File: src/rtl/arith_pkg.sv
// Shared arithmetic-datapath definitions.
// Holds the divider FSM state encoding, the default operand width and a
// helper that sizes the iteration counter so it can hold the value WIDTH.
package arith_pkg;

  localparam int DEFAULT_WIDTH = 8;

  typedef enum logic [1:0] {
    IDLE = 2'b00,
    CALC = 2'b01,
    FIM  = 2'b10
  } div_state_t;

  // Counter must represent 0..width inclusive.
  function automatic int cnt_width(input int width);
    return $clog2(width + 1);
  endfunction

endpackage

File: src/rtl/divider_step.sv
// One restoring-division iteration, purely combinational.
// Ports:
//   i_rem      current partial remainder (always < divisor)
//   i_dvd_msb  next dividend bit shifted into the remainder
//   i_divisor  divisor
//   o_rem      partial remainder after this iteration
//   o_q_bit    quotient bit produced by this iteration
module divider_step #(
  parameter int WIDTH = 8
) (
  input  logic [WIDTH-1:0] i_rem,
  input  logic             i_dvd_msb,
  input  logic [WIDTH-1:0] i_divisor,
  output logic [WIDTH-1:0] o_rem,
  output logic             o_q_bit
);

  logic [WIDTH-1:0] w_shifted;
  logic [WIDTH:0]   w_diff;

  // Dropping i_rem's MSB is safe: after k iterations the remainder is
  // bounded by the top k dividend bits, so the shifted value fits in WIDTH.
  assign w_shifted = {i_rem[WIDTH-2:0], i_dvd_msb};

  // WIDTH+1-bit subtract; a clear borrow bit means shifted >= divisor.
  assign w_diff  = {1'b0, w_shifted} - {1'b0, i_divisor};
  assign o_q_bit = ~w_diff[WIDTH];
  assign o_rem   = o_q_bit ? w_diff[WIDTH-1:0] : w_shifted;

endmodule

File: src/rtl/binary_divider.sv
// Sequential unsigned restoring divider: QUOCIENTE = A / B, RESTO = A % B,
// one quotient bit per clock, START/BUSY/DONE handshake.
// Ports:
//   CLK        rising-edge clock
//   RESET_N    asynchronous active-low reset
//   START      operation request, sampled only in IDLE
//   A, B       dividend / divisor, sampled on the accepting edge
//   QUOCIENTE  registered quotient (all ones when B was zero)
//   RESTO      registered remainder (A when B was zero)
//   BUSY       high while iterating
//   DONE       one-cycle completion pulse
//   DIV_ZERO   registered flag: last accepted operation had B == 0
module binary_divider
  import arith_pkg::*;
#(
  parameter int WIDTH = DEFAULT_WIDTH
) (
  input  logic             CLK,
  input  logic             RESET_N,
  input  logic             START,
  input  logic [WIDTH-1:0] A,
  input  logic [WIDTH-1:0] B,
  output logic [WIDTH-1:0] QUOCIENTE,
  output logic [WIDTH-1:0] RESTO,
  output logic             BUSY,
  output logic             DONE,
  output logic             DIV_ZERO
);

  localparam int               CNT_W    = cnt_width(WIDTH);
  localparam logic [CNT_W-1:0] CNT_LOAD = CNT_W'(WIDTH);
  localparam logic [CNT_W-1:0] CNT_LAST = CNT_W'(1);

  div_state_t       r_state;
  div_state_t       w_next_state;
  logic             r_busy;
  logic             r_done;
  logic [WIDTH-1:0] r_rem;
  logic [WIDTH-1:0] r_dvd;       // dividend bits shift out of the top, quotient bits in at the bottom
  logic [WIDTH-1:0] r_divisor;
  logic [CNT_W-1:0] r_cnt;
  logic [WIDTH-1:0] r_quociente;
  logic [WIDTH-1:0] r_resto;
  logic             r_div_zero;

  logic [WIDTH-1:0] w_rem_next;
  logic             w_q_bit;
  logic             w_b_zero;
  logic             w_last;

  assign w_b_zero = (B == {WIDTH{1'b0}});
  assign w_last   = (r_cnt == CNT_LAST);

  divider_step #(
    .WIDTH(WIDTH)
  ) u_step (
    .i_rem     (r_rem),
    .i_dvd_msb (r_dvd[WIDTH-1]),
    .i_divisor (r_divisor),
    .o_rem     (w_rem_next),
    .o_q_bit   (w_q_bit)
  );

  // Next-state decode.
  always_comb begin
    w_next_state = r_state;
    case (r_state)
      IDLE: begin
        if (START) begin
          w_next_state = w_b_zero ? FIM : CALC;
        end else begin
          w_next_state = IDLE;
        end
      end
      CALC: begin
        if (w_last) begin
          w_next_state = FIM;
        end else begin
          w_next_state = CALC;
        end
      end
      FIM:     w_next_state = IDLE;
      default: w_next_state = IDLE;
    endcase
  end

  // State register; BUSY/DONE are registered from the next state so they
  // come straight off flops.
  always_ff @(posedge CLK or negedge RESET_N) begin
    if (!RESET_N) begin
      r_state <= IDLE;
      r_busy  <= 1'b0;
      r_done  <= 1'b0;
    end else begin
      r_state <= w_next_state;
      r_busy  <= (w_next_state == CALC);
      r_done  <= (w_next_state == FIM);
    end
  end

  // Working registers, iteration counter and result registers.
  always_ff @(posedge CLK or negedge RESET_N) begin
    if (!RESET_N) begin
      r_rem       <= {WIDTH{1'b0}};
      r_dvd       <= {WIDTH{1'b0}};
      r_divisor   <= {WIDTH{1'b0}};
      r_cnt       <= {CNT_W{1'b0}};
      r_quociente <= {WIDTH{1'b0}};
      r_resto     <= {WIDTH{1'b0}};
      r_div_zero  <= 1'b0;
    end else begin
      case (r_state)
        IDLE: begin
          if (START) begin
            r_dvd     <= A;
            r_divisor <= B;
            r_rem     <= {WIDTH{1'b0}};
            r_cnt     <= CNT_LOAD;
            if (w_b_zero) begin
              r_quociente <= {WIDTH{1'b1}};
              r_resto     <= A;
              r_div_zero  <= 1'b1;
            end
          end
        end
        CALC: begin
          r_rem <= w_rem_next;
          r_dvd <= {r_dvd[WIDTH-2:0], w_q_bit};
          r_cnt <= r_cnt - CNT_LAST;
          if (w_last) begin
            r_quociente <= {r_dvd[WIDTH-2:0], w_q_bit};
            r_resto     <= w_rem_next;
            r_div_zero  <= 1'b0;
          end
        end
        FIM: begin
          r_cnt <= {CNT_W{1'b0}};
        end
        default: begin
          r_cnt <= {CNT_W{1'b0}};
        end
      endcase
    end
  end

  assign QUOCIENTE = r_quociente;
  assign RESTO     = r_resto;
  assign BUSY      = r_busy;
  assign DONE      = r_done;
  assign DIV_ZERO  = r_div_zero;

endmodule
File: config.mk
export PLATFORM = sky130hd
export DESIGN_NAME = binary_divider
export DESIGN_NICKNAME = d
export VERILOG_FILES = /design/src/rtl/arith_pkg.sv /design/src/rtl/divider_step.sv /design/src/rtl/binary_divider.sv
export SDC_FILE = /design/constraint.sdc
export NUM_CORES = 1
export LEC_CHECK = 0
export ABC_AREA = 1
export CELL_PAD_IN_SITES_DETAIL_PLACEMENT = 0
export CELL_PAD_IN_SITES_GLOBAL_PLACEMENT = 1
export CORE_ASPECT_RATIO = 0.9
export CORE_UTILIZATION = 50
export CTS_CLUSTER_SIZE = 40
export DETAILED_ROUTE_END_ITERATION = 8
export DONT_BUFFER_PORTS = 1
export GPL_TIMING_DRIVEN = 0
export PLACE_DENSITY = 0.87
export SYNTH_ARGS = -nofsm -noshare
export SYNTH_HDL_FRONTEND = slang
export SYNTH_SLANG_ARGS = --single-unit
export TNS_END_PERCENT = 50
File: constraint.sdc
create_clock -name CLK -period 3.22 [get_ports CLK]
set_clock_uncertainty 0.1 [all_clocks]
set_input_delay 0 -clock CLK [delete_from_list [all_inputs] [get_ports CLK]]
set_output_delay 0 -clock CLK [all_outputs]
set_load 0.01 [all_outputs]
# --- After elaboration in Yosys (flattened, before gate mapping) ---
# Index checks and enable logic that the tools add are counted.
word_totals:
  regBits: 48
  inputBits: 19
op_classes:
  add_sub_neg: 2
  eq_ne: 7
  n_mux: 23
  bitwise_logic: 1
  reduce_logical: 6
op_table:
  columns: ["cell", "count"]
  rows:
  - ["2-to-1 mux 8 bit", 8]
  - ["case mux 8 bit (2 select lines)", 3]
  - ["case mux 7 bit (2 select lines)", 1]
  - ["subtractor 8 x 8 -> 9 bit", 1]
  - ["zero test 8 bit", 1]
  - ["case mux 4 bit (2 select lines)", 1]
  - ["2-to-1 mux 7 bit", 1]
  - ["2-to-1 mux 2 bit", 3]
  - ["!= test 2 bit (second input constant)", 3]
  - ["equality test 2 x 1 -> 1 bit (second input constant)", 2]
  - ["equality test 4 x 1 -> 1 bit (second input constant)", 1]
  - ["2-to-1 mux 4 bit", 1]
  - ["case mux 2 bit (2 select lines)", 1]
  - ["AND reduction 2 bit", 2]
  - ["AND reduction 4 bit", 1]
  - ["subtractor 4 x 1 -> 4 bit (second input constant)", 1]
  - ["2-to-1 mux 1 bit", 3]
  - ["equality test 2 bit (second input constant)", 1]
  - ["zero test 2 bit", 1]
  - ["case mux 1 bit (2 select lines)", 1]
  - ["nonzero test 2 bit", 1]
  - ["NOT 1 bit", 1]

# --- Longest topological paths before layout ---
# Gate-level depths: netlist of run 1.
depth:
  word_depth: 5
  depth_mapped: 14
  depth_no_buf: 14

# --- By module ---
# From an unflattened synthesis of run 1, not the netlist that was laid out.
hier_totals:
  cells_unflattened: 338
  area_unflattened_um2: 2695.1
by_module_without_submodules:
  columns: ["mod", "instances", "cells_each", "area_per_inst_um2"]
  rows:
  - ["binary_divider", 1, 242, 2152.1]
  - ["divider_step", 1, 96, 543.0]

# --- Least setup slack after synthesis of run 1 ---
# OpenSTA, ideal clock, no wires.
synth_timing:
  path_type: "reg2reg"
  startpoint: "register r_dvd[7]"
  endpoint: "register r_resto[1], in the netlist RESTO[1]"
  setup_time_ns: 0.063
  t_arrival_ns: 1.701
  required_time_ns: 3.057
  setup_slack_ns: 1.357
  stages_incl_launch_ff: 14
  path_cell_list: "dfrtp_1 > inv_1 > ha_1 > inv_1 > fa_1 > nand2_1 > nand2_1 > nand3_1 > nand3_1 > inv_2 > nand2_1 > nand3b_1 > nand2_1 > inv_1"
synth_via:
  elab_chain_len: 4
synth_rtl:
  columns: ["item", "line", "text"]
  rows:
  - ["start: declaration", "binary_divider.sv:39", "logic [WIDTH-1:0] r_dvd;"]
  - ["start signal: assignment", "binary_divider.sv:105", "r_dvd <= {WIDTH{1'b0}};"]
  - ["start signal: assignment", "binary_divider.sv:128", "r_dvd <= {r_dvd[WIDTH-2:0], w_q_bit};"]
  - ["subtractor 8 x 8 -> 9 bit", "divider_step.sv:26", "assign w_diff = {1'b0, w_shifted} - {1'b0, i_divisor};"]
  - ["2-to-1 mux 8 bit", "divider_step.sv:28", "assign o_rem = o_q_bit ? w_diff[WIDTH-1:0] : w_shifted;"]
  - ["2-to-1 mux 8 bit", "binary_divider.sv:130", "if (w_last) begin"]
  - ["case mux 8 bit (2 select lines)", "binary_divider.sv:112", "case (r_state)"]
  - ["end signal: assignment", "binary_divider.sv:109", "r_resto <= {WIDTH{1'b0}};"]
  - ["end signal: assignment", "binary_divider.sv:132", "r_resto <= w_rem_next;"]
  - ["end: declaration", "binary_divider.sv:43", "logic [WIDTH-1:0] r_resto;"]
# Every way passes these cells. The select of a mux whose other input is x is not followed.
# A chain may end at the register's enable or synchronous reset.

# --- Worst setup path after layout of run 1 ---
layout_timing:
  startpoint: "register r_dvd[7]"
  endpoint: "register r_resto[4], in the netlist RESTO[4]"
# Same word-level chain as after synthesis.

==> impl_metrics.json, run 1 <==
{
  "multi_input_area_um2": 1120,
  "syn_to_final_growth_pct": 18.3,
  "synth_area_um2": 2560,
  "hold_violations": 0,
  "fin_crit_sh": 0.680,
  "wl_um": 5780,
  "ys_types": 28,
  "leakage_uw": 0.00154,
  "dr.first_iter.drc_count": 73,
  "rows": 24,
  "crit_path_max_fanout": 8,
  "worstRegToRegCells": 13,
  "fin_total_pwr_uw": 3130,
  "worst_pin_slew_ns": 0.411,
  "grt_pass1_vias": 2192,
  "wl_per_cell_um": 13.6,
  "min_path_type": "primary input to asynchronous set/reset pin",
  "synth.ff_latch_count": 48,
  "initial_core_util": 0.523,
  "worstReg2RegStart": "r_dvd[7]$_DFFE_PN0P_",
  "cp_top_family": "simple AND/OR/NAND/NOR gates",
  "cts-resized-gates": 0,
  "ctsHoldBuffers": 24,
  "irDropWorstVdd_uv": 524,
  "drc_errors": 0,
  "clock.fmax_mhz": 456,
  "die_w_um": 77.4,
  "syn_nets": 359,
  "maxCapViolations": 0,
  "drtPass1Iterations": 4,
  "path_buf_inv": 4,
  "cp_data_arrival_time_ns": 2.33,
  "clkLatencyLatePin_ns": 0.30,
  "hpwl_um": 4050,
  "syn_avg_cell_area_um2": 7.78,
  "ys_warn_count": 0,
  "cp-start-kind": "flop",
  "vias": 2165,
  "finalNetCount": 390,
  "overflow": 0,
  "drive_gt1_frac": 0.0667,
  "grt_pass1_wl_um": 9970,
  "slew_headroom": 0.726,
  "reg2reg_slack_ns": 1.03,
  "holdWs_ns": 0.104,
  "status": "completed",
  "drtAntennaViolNets": 0,
  "drv_slew": 0,
  "cts_max_level": 2,
  "synth_sequential_area_ratio": 0.469,
  "final_cell_mix": "nand2_1 (88), inv_1 (52), dfrtp_1 (48), nor2_1 (28), o21ai_0 (28)",
  "cts_tree": "done",
  "root_buffer": "clkbuf_8",
  "critPathCaptureType": "flop",
  "antenna_cells": 0,
  "die_h_um": 69.9,
  "setup.worst_path.class": "flop to flop",
  "track_usage": 0.237,
  "mostFrequentLayoutCell": "nand2_1",
  "fin_setup_tns_ns": 0,
  "core_um2": 4890,
  "slowest_stage": "fa_1",
  "antenna_found_initial": 0,
  "final_cell_area_um2": 3030,
  "die_area_um2": 5410,
  "avgViaCountPerCell": 5.09,
  "rsz0062_at_grt": "false",
  "cp_cell_sequence": "inv_1, ha_1, inv_1, fa_1, nand2_1, nand2_1, nand3_1, nand3_1, inv_2, nand2_1, nand3b_1, nand2_1, inv_1",
  "netlist_instances": 329,
  "cpMostUsedCell": "nand2_1",
  "numCtsBuffers": 5,
  "placed_area_um2": 2640,
  "io_pins": 38,
  "clock_sinks": 48,
  "io_buffers": 0,
  "fillers": 445,
  "critPathRequiredTime_ns": 3.36,
  "gp_congestion": 0.814,
  "fin_crit_ns": 2.19,
  "slowest_delay_ns": 0.40,
  "grt_max_degree": 49,
  "clockBufferDepth": 2,
  "regArea_um2": 1200,
  "setup_violations": 0,
  "p_per_area_nw_per_um2": 1030,
  "clkTransAtPathRegs_ns": 0.09,
  "cts_setup_buffers": 0,
  "timing.rr.end": "RESTO[4]$_DFFE_PN0P_"
}
[worst reg2reg max path: stages, from the launching register on]
cell      delay, ns
dfrtp_1        0.39
inv_1          0.07
ha_1           0.15
inv_1          0.07
fa_1           0.40
nand2_1        0.08
nand2_1        0.10
nand3_1        0.15
nand3_1        0.12
inv_2          0.17
nand2_1        0.10
nand3b_1       0.11
nand2_1        0.06
inv_1          0.06
[per-stage QoR]
stage,util,setup WS [ns],instances
finish,0.619,1.03,425
global route,0.619,0.800,425
CTS,0.619,1.06,425
detailed placement,0.540,1.09,394
global placement,0.540,1.10,394
floorplan,-,1.36,329
[Yosys cell counts, drive strengths merged]
library cell  number  share of area
a21oi             16          0.031
buf                4          0.011
clkbuf             2         0.0029
dfrtp             48           0.47
fa                 1         0.0078
ha                10          0.049
inv               54          0.079
nand2             90           0.14
nand3             23          0.045
nand3b             7          0.021
nand4              2         0.0049
nor2              30          0.051
o211ai             1         0.0029
o21ai             28          0.055
o22ai              2         0.0049
or2                9          0.023
xnor2              1         0.0034
xor2               1         0.0034
[layer usage]
metal	track usage	share of wire	vias to the layer above
li1	-	-	1100
met5	0	0	-
met4	0.0524	0.0095	0
met1	0.314	0.47	1007
met2	0.396	0.48	50
met3	0.0523	0.047	8
[registers in the layout (all words and copies together) (netlist names)]
register and cells:
BUSY 1, DIV_ZERO 1, QUOCIENTE 8, r_divisor 8, RESTO 8, r_state 2
r_dvd 8, DONE 1, r_rem 7, r_cnt 4
[logic make-up after synthesis]
logic type	count (synthesis)	share of synthesized area
buf+inv	60	0.0933
flops	48	0.469
simple gates	161	0.280
fa+ha+maj	11	0.0567
xor+xnor	2	0.00684
compound gates	47	0.0938
[worst max-delay path by stage]
| stage | start | endpoint | cells past startpoint | slack [ns] |
|---|---|---|---|---|
| floorplan | r_dvd[7]$_DFFE_PN0P_ | RESTO[1]$_DFFE_PN0P_ | 13 | 1.36 |
| global placement | r_dvd[7]$_DFFE_PN0P_ | RESTO[4]$_DFFE_PN0P_ | 13 | 1.10 |
| detailed placement | r_dvd[7]$_DFFE_PN0P_ | RESTO[4]$_DFFE_PN0P_ | 13 | 1.09 |
| CTS | r_dvd[7]$_DFFE_PN0P_ | RESTO[4]$_DFFE_PN0P_ | 13 | 1.06 |
| global route | r_dvd[7]$_DFFE_PN0P_ | RESTO[5]$_DFFE_PN0P_ | 13 | 0.80 |
| finish | r_dvd[7]$_DFFE_PN0P_ | RESTO[4]$_DFFE_PN0P_ | 13 | 1.03 |
[power by group]
part           leakage (uW)  internal (uW)  switching, uW
clock network     0.0000642            306            199
logic              0.000906            570            979
registers          0.000569            879            196
total               0.00154           1750           1370
[cell type report]
type	instances	share of cell area
sequential	48	0.397
timing repair buffer	24	0.0851
buffer	6	0.0120
clock buffer	5	0.0227
multi-input combinational	221	0.370
clock inverter	2	0.0198
tap	65	0.0268
inverter	54	0.0669
Power figures use the tool's default switching activity.
==> run 2, diff against run 1 <==
--- a/config.mk
+++ b/config.mk
@@ -5,16 +5,16 @@
 export SDC_FILE = /design/constraint.sdc
 export NUM_CORES = 1
 export LEC_CHECK = 0
-export ABC_AREA = 1
+export ABC_AREA = 0
 export CELL_PAD_IN_SITES_DETAIL_PLACEMENT = 0
 export CELL_PAD_IN_SITES_GLOBAL_PLACEMENT = 1
 export CORE_ASPECT_RATIO = 0.9
-export CORE_UTILIZATION = 50
+export CORE_UTILIZATION = 48
 export CTS_CLUSTER_SIZE = 40
 export DETAILED_ROUTE_END_ITERATION = 8
 export DONT_BUFFER_PORTS = 1
 export GPL_TIMING_DRIVEN = 0
-export PLACE_DENSITY = 0.87
+export PLACE_DENSITY = 0.81
 export SYNTH_ARGS = -nofsm -noshare
 export SYNTH_HDL_FRONTEND = slang
 export SYNTH_SLANG_ARGS = --single-unit
==> constraint.sdc (replaced) <==
create_clock -name CLK -period 2.18 [get_ports CLK]
set_clock_uncertainty 0.1 [all_clocks]
set_input_delay 0 -clock CLK [delete_from_list [all_inputs] [get_ports CLK]]
set_output_delay 0 -clock CLK [all_outputs]
set_load 0.01 [all_outputs]
==> impl_metrics.json, run 2 <==
{
  "status": "finished with violations",
  "violations": "negative hold slack, negative setup slack",
  "grt_pass1_vias": 1840,
  "critPathCaptureType": "flop",
  "netlist_instances": 243,
  "worstReg2RegStart": "r_dvd[7]$_DFFE_PN0P_",
  "cp_cell_sequence": "inv_2, ha_4, inv_2, fa_2, a211oi_4, o211ai_1, o211a_2, o21ai_1, a41oi_2",
  "cpMostUsedCell": "inv_2",
  "overflow": 0,
  "track_usage": 0.228,
  "gp_congestion": 0.787,
  "wl_um": 5460,
  "syn_to_final_growth_pct": 24.9,
  "syn_avg_cell_area_um2": 9.83,
  "synth_sequential_area_ratio": 0.503,
  "antenna_found_initial": 0,
  "critPathCapture": "RESTO[5]$_DFFE_PN0P_",
  "dr.first_iter.drc_count": 119,
  "grt-busiest-layer": "met2",
  "drive_gt1_frac": 0.160,
  "ys_types": 46,
  "maxCapViolations": 0,
  "rows": 23,
  "critPathRequiredTime_ns": 2.25,
  "syn_nets": 273,
  "slowest_stage": "dfrtp_1",
  "cp_data_arrival_time_ns": 2.35,
  "reg2reg_slack_ns": -0.1,
  "irDropWorstVdd_uv": 890,
  "worst_pin_slew_ns": 0.516,
  "initial_core_util": 0.519,
  "clkTransAtPathRegs_ns": 0.09,
  "final_cell_mix": "dfrtp_1 (48), nand2_1 (42), nor2_1 (25), dlygate4sd3_1 (22), o21ai_0 (13)",
  "dpl.cell_count": 305,
  "pre_cts_ws_ns": -0.358,
  "grtUsageMet1": 0.304,
  "instances_no_fill": 344,
  "die_h_um": 68.9,
  "synth_area_leaders": "dfrtp_1 (50%), nand2_1 (6.9%), ha_1 (5.2%), nor2_1 (3.9%), o21ai_0 (2.9%)",
  "fin_setup_tns_ns": -0.970,
  "numCtsBuffers": 5,
  "worstRegToRegCells": 9,
  "ys_warn_count": 0,
  "holdWs_ns": -0.00572,
  "slowest_delay_ns": 0.41,
  "setup_violations": 16,
  "use_met2": 0.387,
  "root_buffer": "clkbuf_8",
  "synth_area_um2": 2390,
  "die_area_um2": 5260,
  "grt_max_degree": 49,
  "cp-start-kind": "flop",
  "cts_tree": "done",
  "avgViaCountPerCell": 5.54,
  "final_cell_area_um2": 2980,
  "hold_violations": 1,
  "fillers": 366,
  "drc_errors": 0,
  "async_flop_share": 1.00,
  "rsz0062_at_grt": "true",
  "hold_depth": 2,
  "cts_max_level": 2,
  "clockBufferDepth": 2,
  "antenna_cells": 0,
  "synth_top_area_frac": 0.503,
  "cp.depth": 9,
  "synth_common_cells": "dfrtp_1 (48), nand2_1 (44), nor2_1 (25)",
  "fin_crit_ns": 2.28,
  "drv_slew": 0,
  "mostFrequentLayoutCell": "dfrtp_1",
  "path_buf_inv": 2,
  "synth_top_area_cell": "dfrtp_1",
  "crit_path_max_fanout": 8,
  "finalNetCount": 311,
  "p_per_area_nw_per_um2": 1630,
  "slew_headroom": 0.655,
  "clock_sinks": 48,
  "die_w_um": 76.4,
  "io_buffers": 0,
  "clkLatencyLatePin_ns": 0.30,
  "critical_path.startpoint": "r_dvd[7]$_DFFE_PN0P_",
  "drtPass1Iterations": 4,
  "synth_edf_count": 0,
  "core_um2": 4600,
  "yosysMostFrequentCell": "dfrtp_1",
  "vias": 1907,
  "io_pins": 38,
  "setup.worst_path.class": "flop to flop",
  "hpwl_um": 3710,
  "drtAntennaViolNets": 0,
  "synth.ff_latch_count": 48,
  "leakage_uw": 0.00129,
  "timing.rr.end": "RESTO[5]$_DFFE_PN0P_",
  "cp_top_family": "compound AO/OA/AOI/OAI gates",
  "grt_pass1_wl_um": 9090,
  "placed_area_um2": 2470,
  "clock.fmax_mhz": 439,
  "wl_per_cell_um": 15.9,
  "min_path_type": "primary input to flop",
  "grt_util_met3": 0.0487,
  "synthFlopType": "dfrtp_1",
  "fin_crit_sh": 1.05,
  "timing.final.ws_setup_ns": -0.0985
}
==> run 2: routing by layer <==
metal  part of all wire  up-vias  wire length (um)
met4              0.011        0                60
met5                  0        -                 0
met2               0.45       44              2470
met3              0.047        6               255
li1                   -      938                 -
met1               0.49      919              2680
==> run 2: stage by stage <==
| stage | hold slack (ns) | util | total power (uW) |
|---|---|---|---|
| final | -0.00572 | 0.648 | 4880 |
| after global routing | -0.000533 | 0.648 | 5280 |
| after CTS | 0.0331 | 0.638 | 4750 |
| after detailed placement | -0.394 | 0.536 | 3740 |
| after global placement | -0.394 | 0.536 | 3710 |
| after floorplan | -0.396 | - | 3280 |
==> run 2: worst min-delay path by stage <==
stage / start / to
after detailed placement: RESET_N / r_cnt[1]$_DFFE_PN0P_
after global placement: RESET_N / r_cnt[1]$_DFFE_PN0P_
after floorplan: RESET_N / BUSY$_DFF_PN0_
after global routing: START / DONE$_DFF_PN0_
after CTS: START / DONE$_DFF_PN0_
final: START / DONE$_DFF_PN0_
==> run 2: worst reg2reg max path: stages, from the launching register on <==
cell      delay, ns
dfrtp_1        0.41
inv_2          0.08
ha_4           0.13
inv_2          0.03
fa_2           0.36
a211oi_4       0.35
o211ai_1       0.15
o211a_2        0.23
o21ai_1        0.17
a41oi_2        0.15
==> run 2: layout make-up <==
class / count / area (um2) / area share
well taps: 62 / 77.6 / 0.0260
inverters: 12 / 45.0 / 0.0151
clock inverters: 2 / 35.0 / 0.0117
repair buffers: 31 / 312 / 0.104
flip-flops and latches: 48 / 1200 / 0.403
multi-input cells: 173 / 1170 / 0.393
plain buffers: 10 / 67.6 / 0.0226
clock buffers: 6 / 72.6 / 0.0243
==> run 2: logic make-up (layout without fill, tap and decap cells) <==
logic type	count (synthesis)	after routing	share of synthesized area
AOI/OAI and AO/OA	67	67	0.202
xor gates and xnor gates	4	4	0.0147
adders and majority gates	11	11	0.0608
buffers and inverters	22	61	0.0471
DFF	48	48	0.503
muxes	2	2	0.00891
and+or+nand+nor	89	89	0.164
==> run 2: power breakdown <==
part	switching (uW)	internal, uW	leakage (uW)
Sequential	377	1320	0.000575
Clock	298	341	0.0000552
Combinational	1400	1140	0.000664
==> run 2: repair_timing <==
item / CTS / global route
hold buffers: 23 / 0
setup buffers: 5 / 3
setup endpoints to repair: 17 / 19
pin swaps: 10 / 7
hold endpoints to repair: 79 / 0
resized for setup: 17 / 5
==> run 3, diff against run 2 <==
--- a/config.mk
+++ b/config.mk
@@ -9,6 +9,7 @@
 export CELL_PAD_IN_SITES_DETAIL_PLACEMENT = 0
 export CELL_PAD_IN_SITES_GLOBAL_PLACEMENT = 1
 export CORE_ASPECT_RATIO = 0.9
+export CORE_MARGIN = 5
 export CORE_UTILIZATION = 48
 export CTS_CLUSTER_SIZE = 40
 export DETAILED_ROUTE_END_ITERATION = 8
@@ -17,5 +18,6 @@
 export PLACE_DENSITY = 0.81
 export SYNTH_ARGS = -nofsm -noshare
 export SYNTH_HDL_FRONTEND = slang
+export SYNTH_HIERARCHICAL = 1
 export SYNTH_SLANG_ARGS = --single-unit
 export TNS_END_PERCENT = 50
==> impl_metrics.json, run 3 <==
{
  "antenna_cells": 0,
  "worstReg2RegStart": "r_divisor[0]$_DFFE_PN0P_",
  "die_area_um2": 6900,
  "hold_violations": 0,
  "syn_avg_cell_area_um2": 9.39,
  "internal-power_uw": 3350,
  "instances_no_fill": 380,
  "grt_max_degree": 49,
  "grt-busiest-layer": "met2",
  "clock_sinks": 48,
  "dpl.cell_count": 340,
  "root_buffer": "clkbuf_8",
  "cpMostUsedCell": "mux2_4",
  "fin_crit_ns": 2.61,
  "min_path_type": "primary input to asynchronous set/reset pin",
  "regArea_um2": 1200,
  "gp_congestion": 0.854,
  "critPathCapture": "RESTO[2]$_DFFE_PN0P_",
  "maxCapViolations": 0,
  "cp_cell_sequence": "ha_4, fa_2, nand2b_4, a21o_1, a211oi_4, buf_12, mux2_4, nand2_4, nand2_1, mux2_4",
  "rsz0062_at_grt": "true",
  "reg2reg_slack_ns": -0.43,
  "syn_nets": 303,
  "core_um2": 5220,
  "slew_headroom": 0.611,
  "worstRegToRegCells": 10,
  "io_pins": 38,
  "clock.fmax_mhz": 384,
  "drc_errors": 0,
  "irDropWorstVdd_uv": 781,
  "cts_tree": "done",
  "initial_core_util": 0.491,
  "cp-start-kind": "flop",
  "comb_power_share": 0.607,
  "clkTransAtPathRegs_ns": 0.09,
  "numCtsBuffers": 5,
  "p_seq_frac": 0.293,
  "drive_gt1_frac": 0.182,
  "worst_pin_slew_ns": 0.583,
  "track_usage": 0.181,
  "p_per_area_nw_per_um2": 1800,
  "placed_area_um2": 2680,
  "mostFrequentLayoutCell": "nand2_1",
  "timing.rr.end": "RESTO[2]$_DFFE_PN0P_",
  "final_cell_mix": "nand2_1 (80), dfrtp_1 (48), dlygate4sd3_1 (22), inv_1 (20), nor2_1 (18)",
  "overflow": 0,
  "rows": 25,
  "grtUsageMet1": 0.256,
  "drtPass1Iterations": 4,
  "switching_power_uw": 2380,
  "netlist_instances": 273,
  "antenna_found_initial": 0,
  "die_w_um": 87.0,
  "status": "finished with violations",
  "cts_max_level": 2,
  "multi_input_area_um2": 1310,
  "slowest_stage": "dfrtp_1",
  "grt_pass1_vias": 2066,
  "final_cell_area_um2": 3180,
  "timing.final.ws_setup_ns": -0.426,
  "grt_util_met3": 0.0446,
  "syn_to_final_growth_pct": 24.0,
  "violations": "negative setup slack",
  "setup_violations": 17,
  "cp_data_arrival_time_ns": 2.71,
  "ys_warn_count": 6,
  "wl_per_cell_um": 15.0,
  "fin_crit_sh": 1.20,
  "use_met2": 0.272,
  "fillers": 456,
  "drtAntennaViolNets": 0,
  "clockBufferDepth": 2,
  "setup.worst_path.class": "flop to flop",
  "finalNetCount": 342,
  "clkLatencyLatePin_ns": 0.30,
  "synth_area_um2": 2560,
  "critical_path.startpoint": "r_divisor[0]$_DFFE_PN0P_",
  "critPathRequiredTime_ns": 2.28,
  "grt_pass1_wl_um": 9760,
  "hpwl_um": 3900,
  "leakage_uw": 0.00149,
  "dr.first_iter.drc_count": 93,
  "slowest_delay_ns": 0.43,
  "vias": 1960,
  "critPathCaptureType": "flop",
  "p_clk_frac": 0.100,
  "drv_slew": 0,
  "switching_share": 0.416,
  "die_h_um": 79.3,
  "wl_um": 5700,
  "io_buffers": 0,
  "crit_path_max_fanout": 6,
  "avgViaCountPerCell": 5.16
}
-- run 3: what timing repair did --
action | CTS | global route
cloned | 0 | 0
endpoints found under the setup margin | 17 | 17
pin swaps | 3 | 2
hold buffers | 23 | 0
endpoints found under the hold margin | 79 | 0
buffers inserted | 7 | 2
resized for setup | 8 | 8
-- run 3: metal layers --
layer,vias to the layer above,wire length (um)
met3,5,315
li1,975,-
met1,937,2800
met4,0,53
met2,43,2530
met5,-,0
-- run 3: cell type report --
type	count	share of cell area
buffer	9	0.0201
clock buffer	6	0.0260
multi-input combinational	195	0.412
clock inverter	2	0.00473
sequential	48	0.378
tap	67	0.0264
timing repair buffer	32	0.108
inverter	21	0.0248
-- run 3: stage by stage --
step,TNS [ns],worst slack (ns),utilization,hold WS [ns],total power (uW)
2_1_floorplan,-4.08,-0.457,-,-0.396,3880
3_3_place_gp,-8.08,-0.700,0.512,-0.395,4350
3_5_place_dp,-8.19,-0.699,0.512,-0.395,4410
4_1_cts,-4.40,-0.410,0.599,0.0921,5510
5_1_grt,-6.32,-0.506,0.608,0.126,6240
6_report,-4.81,-0.426,0.608,0.107,5730
-- run 3: how the worst min path moves through the flow --
| stage | start | end | slack, ns | cells past startpoint |
|---|---|---|---|---|
| 2_1_floorplan | RESET_N | BUSY$_DFF_PN0_ | -0.40 | 0 |
| 3_3_place_gp | RESET_N | QUOCIENTE[2]$_DFFE_PN0P_ | -0.39 | 0 |
| 3_5_place_dp | RESET_N | QUOCIENTE[2]$_DFFE_PN0P_ | -0.39 | 0 |
| 4_1_cts | RESET_N | r_dvd[2]$_DFFE_PN0P_ | 0.09 | 2 |
| 5_1_grt | RESET_N | QUOCIENTE[3]$_DFFE_PN0P_ | 0.13 | 2 |
| 6_report | RESET_N | QUOCIENTE[2]$_DFFE_PN0P_ | 0.11 | 2 |
-- run 3: power groups by stage --
| stage | Clock (uW) | Sequential, uW | Combinational [uW] |
|---|---|---|---|
| final | 572 | 1680 | 3480 |
| after global routing | 626 | 1740 | 3870 |
| after CTS | 585 | 1680 | 3250 |
| after detailed placement | 0 | 1680 | 2730 |
| after global placement | 0 | 1680 | 2670 |
| after floorplan | 0 | 1600 | 2270 |
-- run 3: worst max-delay path, delay by kind of cell (launching register included) --
kind | cells | cell delay [ns]
adder cells (fa/ha/maj) | 2 | 0.52
AND/OR/NAND/NOR | 3 | 0.28
flip-flops | 1 | 0.43
buffers and inverters | 1 | 0.16
multiplexers | 2 | 0.56
AO/OA/AOI/OAI | 2 | 0.44
